File: config.mk
export PLATFORM = sky130hd
export DESIGN_NAME = address_unit
export DESIGN_NICKNAME = d
export VERILOG_FILES = /design/src/rtl/address_unit_pkg.sv /design/src/rtl/address_unit_reg8_load.sv /design/src/rtl/address_unit.sv
export SDC_FILE = /design/constraint.sdc
export NUM_CORES = 1
export LEC_CHECK = 0
export BUFFER_PORTS_ARGS = -buffer_cell sky130_fd_sc_hd__buf_2
export CORE_MARGIN = 4
export CORE_UTILIZATION = 30
export DETAILED_ROUTE_END_ITERATION = 6
export PLACE_DENSITY = 0.56
export SLEW_MARGIN = 20
export SYNTH_ARGS = -nofsm -noshare
export SYNTH_HDL_FRONTEND = slang
export SYNTH_SLANG_ARGS = --single-unit
File: constraint.sdc
create_clock -name clk -period 5.65 [get_ports clk]
set_input_delay 1.695 -clock clk [delete_from_list [all_inputs] [get_ports clk]]
set_output_delay 1.695 -clock clk [all_outputs]
set_load 0.02 [all_outputs]
File: src/rtl/address_unit_pkg.sv
// ============================================================================
// address_unit_pkg : address_select source codes shared with the control unit
// Revision 1.0
// ============================================================================
`default_nettype none

package address_unit_pkg;

  localparam int unsigned ADDR_W = 16;
  localparam int unsigned DATA_W = 8;

  localparam logic [2:0] SEL_PC         = 3'b000;
  localparam logic [2:0] SEL_ZERO       = 3'b001;
  localparam logic [2:0] SEL_ABS        = 3'b010;
  localparam logic [2:0] SEL_IND_ZERO_0 = 3'b011;
  localparam logic [2:0] SEL_IND_ZERO_1 = 3'b100;
  localparam logic [2:0] SEL_IND_ABS_0  = 3'b101;
  localparam logic [2:0] SEL_IND_ABS_1  = 3'b110;

endpackage

`default_nettype wire

File: src/rtl/address_unit_reg8_load.sv
// ============================================================================
// reg8_load : 8-bit register with load enable and asynchronous reset to zero
// Revision 1.0
// ============================================================================
`default_nettype none

module reg8_load (
  input  logic       clk,
  input  logic       rst,
  input  logic       load_i,
  input  logic [7:0] d_i,
  output logic [7:0] q_o
);

  logic [7:0] q_q;
  logic [7:0] q_d;

  always_comb begin
    q_d = q_q;
    if (load_i) q_d = d_i;
  end

  always_ff @(posedge clk or posedge rst) begin
    if (rst) q_q <= 8'h00;
    else     q_q <= q_d;
  end

  assign q_o = q_q;

endmodule

`default_nettype wire

File: src/rtl/address_unit.sv
// ============================================================================
// address_unit : PC, direct/indirect address latches and memory address mux
// Revision 1.0
// ============================================================================
`default_nettype none

module address_unit
  import address_unit_pkg::*;
#(
  parameter logic [15:0] RESET_PC = 16'h0000,
  parameter bit          ZP_WRAP  = 1'b1
) (
  input  logic        clk,
  input  logic        rst,
  input  logic        increment_pc_i,
  input  logic        pc_load_i,
  input  logic        indirl_load_i,
  input  logic        indirh_load_i,
  input  logic        dirl_load_i,
  input  logic        dirh_load_i,
  input  logic [2:0]  address_select_i,
  input  logic [7:0]  alu_result_i,
  output logic [15:0] address_o,
  output logic [15:0] pc_o,
  output logic [15:0] dir_addr_o
);

  logic [15:0] pc_q;
  logic [15:0] pc_d;
  logic [7:0]  dirl_q;
  logic [7:0]  dirh_q;
  logic [7:0]  indirl_q;
  logic [7:0]  indirh_q;
  logic [8:0]  zp_next;
  logic [15:0] ind_zero_1;
  logic [15:0] ind_abs_1;

  reg8_load u_dirl (
    .clk    (clk),
    .rst    (rst),
    .load_i (dirl_load_i),
    .d_i    (alu_result_i),
    .q_o    (dirl_q)
  );

  reg8_load u_dirh (
    .clk    (clk),
    .rst    (rst),
    .load_i (dirh_load_i),
    .d_i    (alu_result_i),
    .q_o    (dirh_q)
  );

  reg8_load u_indirl (
    .clk    (clk),
    .rst    (rst),
    .load_i (indirl_load_i),
    .d_i    (alu_result_i),
    .q_o    (indirl_q)
  );

  reg8_load u_indirh (
    .clk    (clk),
    .rst    (rst),
    .load_i (indirh_load_i),
    .d_i    (alu_result_i),
    .q_o    (indirh_q)
  );

  // Jump load takes priority over sequential fetch increment.
  always_comb begin
    pc_d = pc_q;
    if (pc_load_i)           pc_d = {dirh_q, dirl_q};
    else if (increment_pc_i) pc_d = pc_q + 16'd1;
  end

  always_ff @(posedge clk or posedge rst) begin
    if (rst) pc_q <= RESET_PC;
    else     pc_q <= pc_d;
  end

  // Second pointer byte: either stays in page 0 or carries into 0x0100.
  assign zp_next    = {1'b0, indirl_q} + 9'd1;
  assign ind_zero_1 = ZP_WRAP ? {8'h00, zp_next[7:0]} : {7'h00, zp_next};
  assign ind_abs_1  = {indirh_q, indirl_q} + 16'd1;

  always_comb begin
    address_o = pc_q;
    case (address_select_i)
      SEL_PC:         address_o = pc_q;
      SEL_ZERO:       address_o = {8'h00, dirl_q};
      SEL_ABS:        address_o = {dirh_q, dirl_q};
      SEL_IND_ZERO_0: address_o = {8'h00, indirl_q};
      SEL_IND_ZERO_1: address_o = ind_zero_1;
      SEL_IND_ABS_0:  address_o = {indirh_q, indirl_q};
      SEL_IND_ABS_1:  address_o = ind_abs_1;
      default:        address_o = pc_q;
    endcase
  end

  assign pc_o       = pc_q;
  assign dir_addr_o = {dirh_q, dirl_q};

endmodule

`default_nettype wire

==> results.md, run 1 <==
* Hold Path Depth at 2
* Status: finished, final reports clean
* Crit path cell chain: buf_2 > nand2_1 > o22ai_1 > nor3_1 > nor3_1 > buf_2
* H-tree Lvls at 2
* Post-synthesis register bit count at 48
* GR Util All Layers at 16.1%
* Critical Path End Type: output port
* Core box area at 10300 µm²
* Reg clk slew, reported paths at 0.09 ns
* R2R depth at 5
* Die area at 12200 µm²
* Share of layout cells above drive strength 1 at 28.4%
* Layout Nets at 425
* CTS tree: yes
* Tcrit/Tclk final at 88.2%
* Cell family with most CP delay: simple AND/OR/NAND/NOR gates
* Async set-or-reset flop fraction in the synthesized netlist at 100%
* Relative slew margins at 43.2%
* Setup violations, final at 0
* Pwr Density at 258 nW/µm²
* Critical path required time at 3.95 ns
* Pre-CTS setup slack at 0.674 ns
* First-pass GRT wire length at 14.9 mm
* Max Freq at 0.201 GHz
* Starting DRT DRC Count at 265
* Sequential fraction of the synthesis area at 38.2%
* CP Class: primary input to output port
* Worst vdd ir at 0.0805 mV
* Post-synth top area share at 38.2%
* Overflow after GRT at 0
* DRC violations left at 0
* Post-CTS resize count at 0
* Synth top cells by count: 48 x dfrtp_1, 38 x nand2_1, 26 x mux2_2, 26 x o21ai_0, 21 x nor2_1
* Sw Ratio at 37.6%
* Crit path max-delay cell type: buf_2
* Post-Syn Area at 3140 µm²
* R2r endpoint: pc_o[14]
* DP Area at 3560 µm²
* Height of the die at 110 µm
* Final Max Slew Viols at 0
* Maximum root-to-sink buffer count at 2
* Final Hold Vio Count at 0
* Mean Syn Cell Area at 8.93 µm²
* CP peak stage delay at 0.43 ns
* Reg2Reg Launch Point: pc_o[0]
* Cell taking the most area after synthesis: dfrtp_1
* Largest net degree at the start of global routing at 49
* Post-synth net total at 373
* Per-cell routed wire length at 17.4 µm
* Hold EP: pc_o[7]
* CP Max Fanout at 33
* # hold bufs at CTS at 0
* MaxCap Viol Count at 0
* Most frequent cell after synthesis: dfrtp_1
* Netlist cell types at 48
* GPL Wtd Cong at 0.840
* # port buffers at 66
* WL final at 9.42 mm
* Final setup TNS at 0 ns
* # IOs at 67
* NetSw at 0.354 mW
* Logic pwr share at 29.0%
* Sink Count at 48
* Die Width at 110 µm
* Pre-Repair DR Iteration Count at 4
* Initial Util at 30.6%
* WP data arrival at 3.29 ns
* ANT nets after route at 0
* Post-Layout Inst Area at 3660 µm²
* Ranking of synthesized cells by area: dfrtp_1 38%, mux2_2 9.3%, nand2_1 4.5%, o21ai_0 4.1%, mux2i_1 3.2%
* Sequential Power Share at 48.1%
* R2R setup slack at 3.67 ns
* Post-synth EDFFs at 0
* Minimum clock period at 4.99 ns
* Final Skew at 0.00401 ns
* Slew of the pin with the lowest slew margin at 0.851 ns
* RSZ-0062 raised after global routing: false
* Hold path startpoint: u_dirl.q_o[7]
* Clk pwr share at 22.9%
* Mapped Cells at 352
* Antenna Cells at 0
* Setup Fix Bufs, Post-CTS at 0
* Hold Path Class: flop to flop
* Yosys warns at 0
* Leakage dissipation at 1.52 nW
* Worst path buffer plus inverter count at 2
* CTS Buf Count at 5
* Vias in the first global route at 2595
* Via/cell ratio at 5.30
* Int Power at 0.589 mW
* Clk Latency, worst-skew pair at 0.30 ns
* Initial antenna violation count at 0
* Area growth from synthesis to layout at 16.4%
* Ys flop type: dfrtp_1
* Clock root cell: clkbuf_8
* Crit start category: primary input
* DPL Wire Length at 7.19 mm
* Worst setup margin at 0.665 ns
* Vias after detailed routing at 2869
* Rows at 37
-- tightest hold or removal path: stages (launching register included) --
cell	delay [ns]
dfrtp_1	0.38
nand2_1	0.05
o21ai_0	0.06
-- how the worst max path moves through the flow --
stage	start	slack (ns)	to	cells past startpoint
finish	address_select_i[0]	0.66	address_o[14]	6
global route	address_select_i[0]	0.42	address_o[11]	6
CTS	address_select_i[0]	0.66	address_o[13]	6
detailed placement	address_select_i[0]	0.67	address_o[13]	6
global placement	address_select_i[0]	0.70	address_o[13]	6
floorplan	address_select_i[2]	0.89	address_o[14]	6
-- sequential cells by signal, indices dropped and copies added, names as in the netlist --
signal	cells
pc_o	16
u_dirl.q_o	8
u_dirh.q_o	8
u_indirl.q_o	8
u_indirh.q_o	8
-- power by group through the flow --
stage	sequential (mW)	combinational [mW]	clock, mW
after floorplan	0.465	0.166	0
after global placement	0.459	0.272	0
after detailed placement	0.460	0.277	0
after CTS	0.453	0.278	0.222
after global routing	0.462	0.304	0.237
final	0.453	0.274	0.216
-- layout make-up --
cell class / instances / area, µm²
flip-flops and latches: 48 / 1200
well taps: 136 / 170
fillers: 1099 / 6620
clock buffers: 7 / 86.3
multi-input cells: 267 / 1790
clock inverters: 1 / 7.51
repair buffers: 69 / 353
inverters: 13 / 50.0
-- placed cells by master (no fill, tap or decap), types with 2 or more instances in the layout --
| cell | count |
|---|---|
| o2bb2ai_1 | 2 |
| clkbuf_8 | 6 |
| mux2_2 | 26 |
| nor2_1 | 21 |
| or2_2 | 2 |
| a31oi_1 | 2 |
| buf_4 | 3 |
| o211ai_1 | 4 |
| mux2i_1 | 10 |
| a21oi_1 | 14 |
| or4_1 | 5 |
| inv_1 | 12 |
| o221a_2 | 2 |
| nor2b_1 | 9 |
| o221ai_1 | 2 |
| nor4_1 | 8 |
| nand3_1 | 9 |
| nand4_1 | 7 |
| xor2_1 | 3 |
| ha_1 | 2 |
| nor3_1 | 14 |
| nor3b_1 | 5 |
| nand4_2 | 2 |
| nand2b_1 | 4 |
| buf_2 | 66 |
| o21ai_0 | 26 |
| xnor2_1 | 11 |
| o21a_1 | 2 |
| nand2_1 | 38 |
| nand4b_1 | 3 |
| o22ai_1 | 13 |
| o31ai_1 | 3 |
| dfrtp_1 | 48 |
| o22a_1 | 4 |
-- kinds of logic (layout without fill, tap and decap cells) --
family	Yosys count	after routing	share of synthesized area, %
simple gates	133	133	23.0
buf+inv	37	90	4.82
fa+ha+maj	2	2	0.796
xor+xnor	14	14	3.90
compound gates	82	82	16.7
mux	36	36	12.5
flops	48	48	38.2
-- stage by stage --
step / instances / util (%) / hold slack [ns] / power (mW)
after global routing: 541 / 35.6 / 0.563 / 1.00
after global placement: 533 / 34.7 / 0.518 / 0.731
after detailed placement: 533 / 34.7 / 0.512 / 0.737
final: 541 / 35.6 / 0.533 / 0.943
after CTS: 541 / 35.6 / 0.534 / 0.953
after floorplan: 352 / - / 0.534 / 0.631
-- routing by layer --
metal	wire length (µm)	part of all wire, %	track usage [%]
met5	0	0	0
met2	4550	48	25.7
met3	642	6.8	3.61
met1	4140	44	22.8
met4	73	0.78	2.90
(Power assumes the default switching activity.)
==> run 2: changes to the inputs <==
--- a/config.mk
+++ b/config.mk
@@ -9,8 +9,10 @@
 export CORE_MARGIN = 4
 export CORE_UTILIZATION = 30
 export DETAILED_ROUTE_END_ITERATION = 6
+export MAX_ROUTING_LAYER = met4
 export PLACE_DENSITY = 0.56
 export SLEW_MARGIN = 20
 export SYNTH_ARGS = -nofsm -noshare
 export SYNTH_HDL_FRONTEND = slang
 export SYNTH_SLANG_ARGS = --single-unit
+export TNS_END_PERCENT = 5
==> results.md, run 2 (same netlist as run 1, synthesis figures left out) <==
* # IOs at 67 (unchanged)
* Final Skew at 0.00448 ns (was 0.00401 ns)
* Hold Path Class: flop to flop (unchanged)
* Minimum clock period at 4.97 ns (was 4.99 ns)
* Relative slew margins at 44.3% (was 43.2%)
* WL met3 at 496 µm (was 642 µm)
* Most frequent cells in the layout: 66 x buf_2, 48 x dfrtp_1, 38 x nand2_1 (unchanged)
* Worst vdd ir at 0.0804 mV (was 0.0805 mV)
* Vias in the first global route at 2597 (was 2595)
* Final setup TNS at 0 ns (unchanged)
* Starting DRT DRC Count at 266 (was 265)
* Final Max Slew Viols at 0 (unchanged)
* Final Hold Vio Count at 0 (unchanged)
* Placed Cells at 533 (unchanged)
* Height of the die at 110 µm (unchanged)
* Most common cell after layout, fill and taps aside: buf_2 (unchanged)
* Area growth from synthesis to layout at 16.4% (unchanged)
* Post-CTS resize count at 0 (unchanged)
* Setup violations, final at 0 (unchanged)
* Slew of the pin with the lowest slew margin at 0.835 ns (was 0.851 ns)
* Rows at 37 (unchanged)
* Largest net degree at the start of global routing at 49 (unchanged)
* Critical path required time at 3.95 ns (about the same)
* DP Area at 3560 µm² (unchanged)
* Hold path startpoint: u_dirl.q_o[7] (unchanged)
* First-pass GRT wire length at 14.9 mm (about the same)
* Layout Nets at 425 (unchanged)
* Fill cells at 1099 (unchanged)
* Worst setup margin at 0.678 ns (was 0.665 ns)
* Sink Count at 48 (unchanged)
* Clk Latency, worst-skew pair at 0.30 ns (about the same)
* Initial antenna violation count at 0 (unchanged)
* DPL Wire Length at 7.19 mm (unchanged)
* Initial Util at 30.6% (unchanged)
* Hold Path Depth at 2 (unchanged)
* Die Width at 110 µm (unchanged)
* CP Max Fanout at 33 (unchanged)
* Pwr Density at 258 nW/µm² (about the same)
* GPL Wtd Cong at 0.853 (was 0.840)
* Pre-CTS setup slack at 0.674 ns (unchanged)
* RSZ-0062 raised after global routing: false (unchanged)
* Per-cell routed wire length at 17.5 µm (was 17.4 µm)
* CTS tree: yes (unchanged)
* Multi-input logic area at 1790 µm² (unchanged)
* Met2 WL at 4.53 mm (was 4.55 mm)
* Critical Path End Type: output port (unchanged)
* WL final at 9.45 mm (was 9.42 mm)
* Via/cell ratio at 5.29 (was 5.30)
* Leakage dissipation at 1.52 nW (unchanged)
* Worst-case hold slack at 0.532 ns (was 0.533 ns)
* Core box area at 10300 µm² (unchanged)
* GR Util All Layers at 16.6% (was 16.1%)
* Tcrit/Tclk final at 88.0% (was 88.2%)
* Pre-Repair DR Iteration Count at 4 (unchanged)
* Die area at 12200 µm² (unchanged)
* # hold bufs at CTS at 0 (unchanged)
* Number of flip-flops in the largest register at 16 (unchanged)
* Met1 WL at 4.36 mm (was 4.14 mm)
* R2R depth at 5 (unchanged)
* Reg clk slew, reported paths at 0.09 ns (about the same)
* CP Class: primary input to output port (unchanged)
* H-tree Lvls at 2 (unchanged)
* CTS Buf Count at 5 (unchanged)
* ANT nets after route at 0 (unchanged)
* DRC violations left at 0 (unchanged)
* Vias after detailed routing at 2861 (was 2869)
* R2r endpoint: pc_o[14] (unchanged)
* Reg2Reg Launch Point: pc_o[0] (unchanged)
* FF+latch area at 1200 µm² (unchanged)
* Top Metal Used: met4 (unchanged)
* Antenna Cells at 0 (unchanged)
* Post-route insts no fill at 541 (unchanged)
* MaxCap Viol Count at 0 (unchanged)
* Clock root cell: clkbuf_8 (unchanged)
* Post-Layout Inst Area at 3660 µm² (unchanged)
* # port buffers at 66 (unchanged)
* Status: finished, final reports clean (unchanged)
* R2R setup slack at 3.64 ns (was 3.67 ns)
* Crit start category: primary input (unchanged)
* Maximum root-to-sink buffer count at 2 (unchanged)
* Max Freq at 0.201 GHz (about the same)
* Overflow after GRT at 0 (unchanged)
* WP data arrival at 3.28 ns (was 3.29 ns)
* Setup Fix Bufs, Post-CTS at 0 (unchanged)
* Hold EP: pc_o[7] (unchanged)
* Share of layout cells above drive strength 1 at 28.4% (unchanged)
[run 2: layout make-up]
type                            count  area share, %
Multi-Input combinational cell    267           48.9
Sequential cell                    48           32.8
Timing Repair Buffer               69           9.65
Tap cell                          136           4.65
Clock buffer                        7           2.36
Inverter                           13           1.37
Clock inverter                      1          0.205
[run 2: report_power, final]
part	leakage, nW	total, mW	switching (mW)	internal, mW
clock	0.0445	0.216	0.117	0.0996
combinational	0.905	0.274	0.166	0.108
sequential	0.571	0.454	0.0727	0.381
total	1.52	0.944	0.355	0.589
[run 2: per-stage QoR]
| step | utilization, % | power [mW] |
|---|---|---|
| final | 35.6 | 0.944 |
| after global routing | 35.6 | 1.00 |
| after CTS | 35.6 | 0.953 |
| after detailed placement | 34.7 | 0.737 |
| after global placement | 34.7 | 0.731 |
| after floorplan | - | 0.631 |
[run 2: worst max-delay path by stage]
stage | start | endpoint | slack, ns | depth (start not counted)
finish | address_select_i[0] | address_o[13] | 0.68 | 6
global route | address_select_i[0] | address_o[11] | 0.42 | 6
CTS | address_select_i[0] | address_o[13] | 0.66 | 6
detailed placement | address_select_i[0] | address_o[13] | 0.67 | 6
global placement | address_select_i[0] | address_o[13] | 0.70 | 6
floorplan | address_select_i[2] | address_o[14] | 0.89 | 6
[run 2: worst max-delay path, stage by stage]
cell     delay, ns
buf_2         0.43
nand2_1       0.33
o22ai_1       0.32
nor3_1        0.08
nor3_1        0.21
buf_2         0.20
[run 2: per-layer routing]
layer  track usage (%)  up-vias
met5                 -        -
met4              2.90        0
met3              2.91        5
met2              25.7       72
met1              23.2     1390
li1                  -     1394
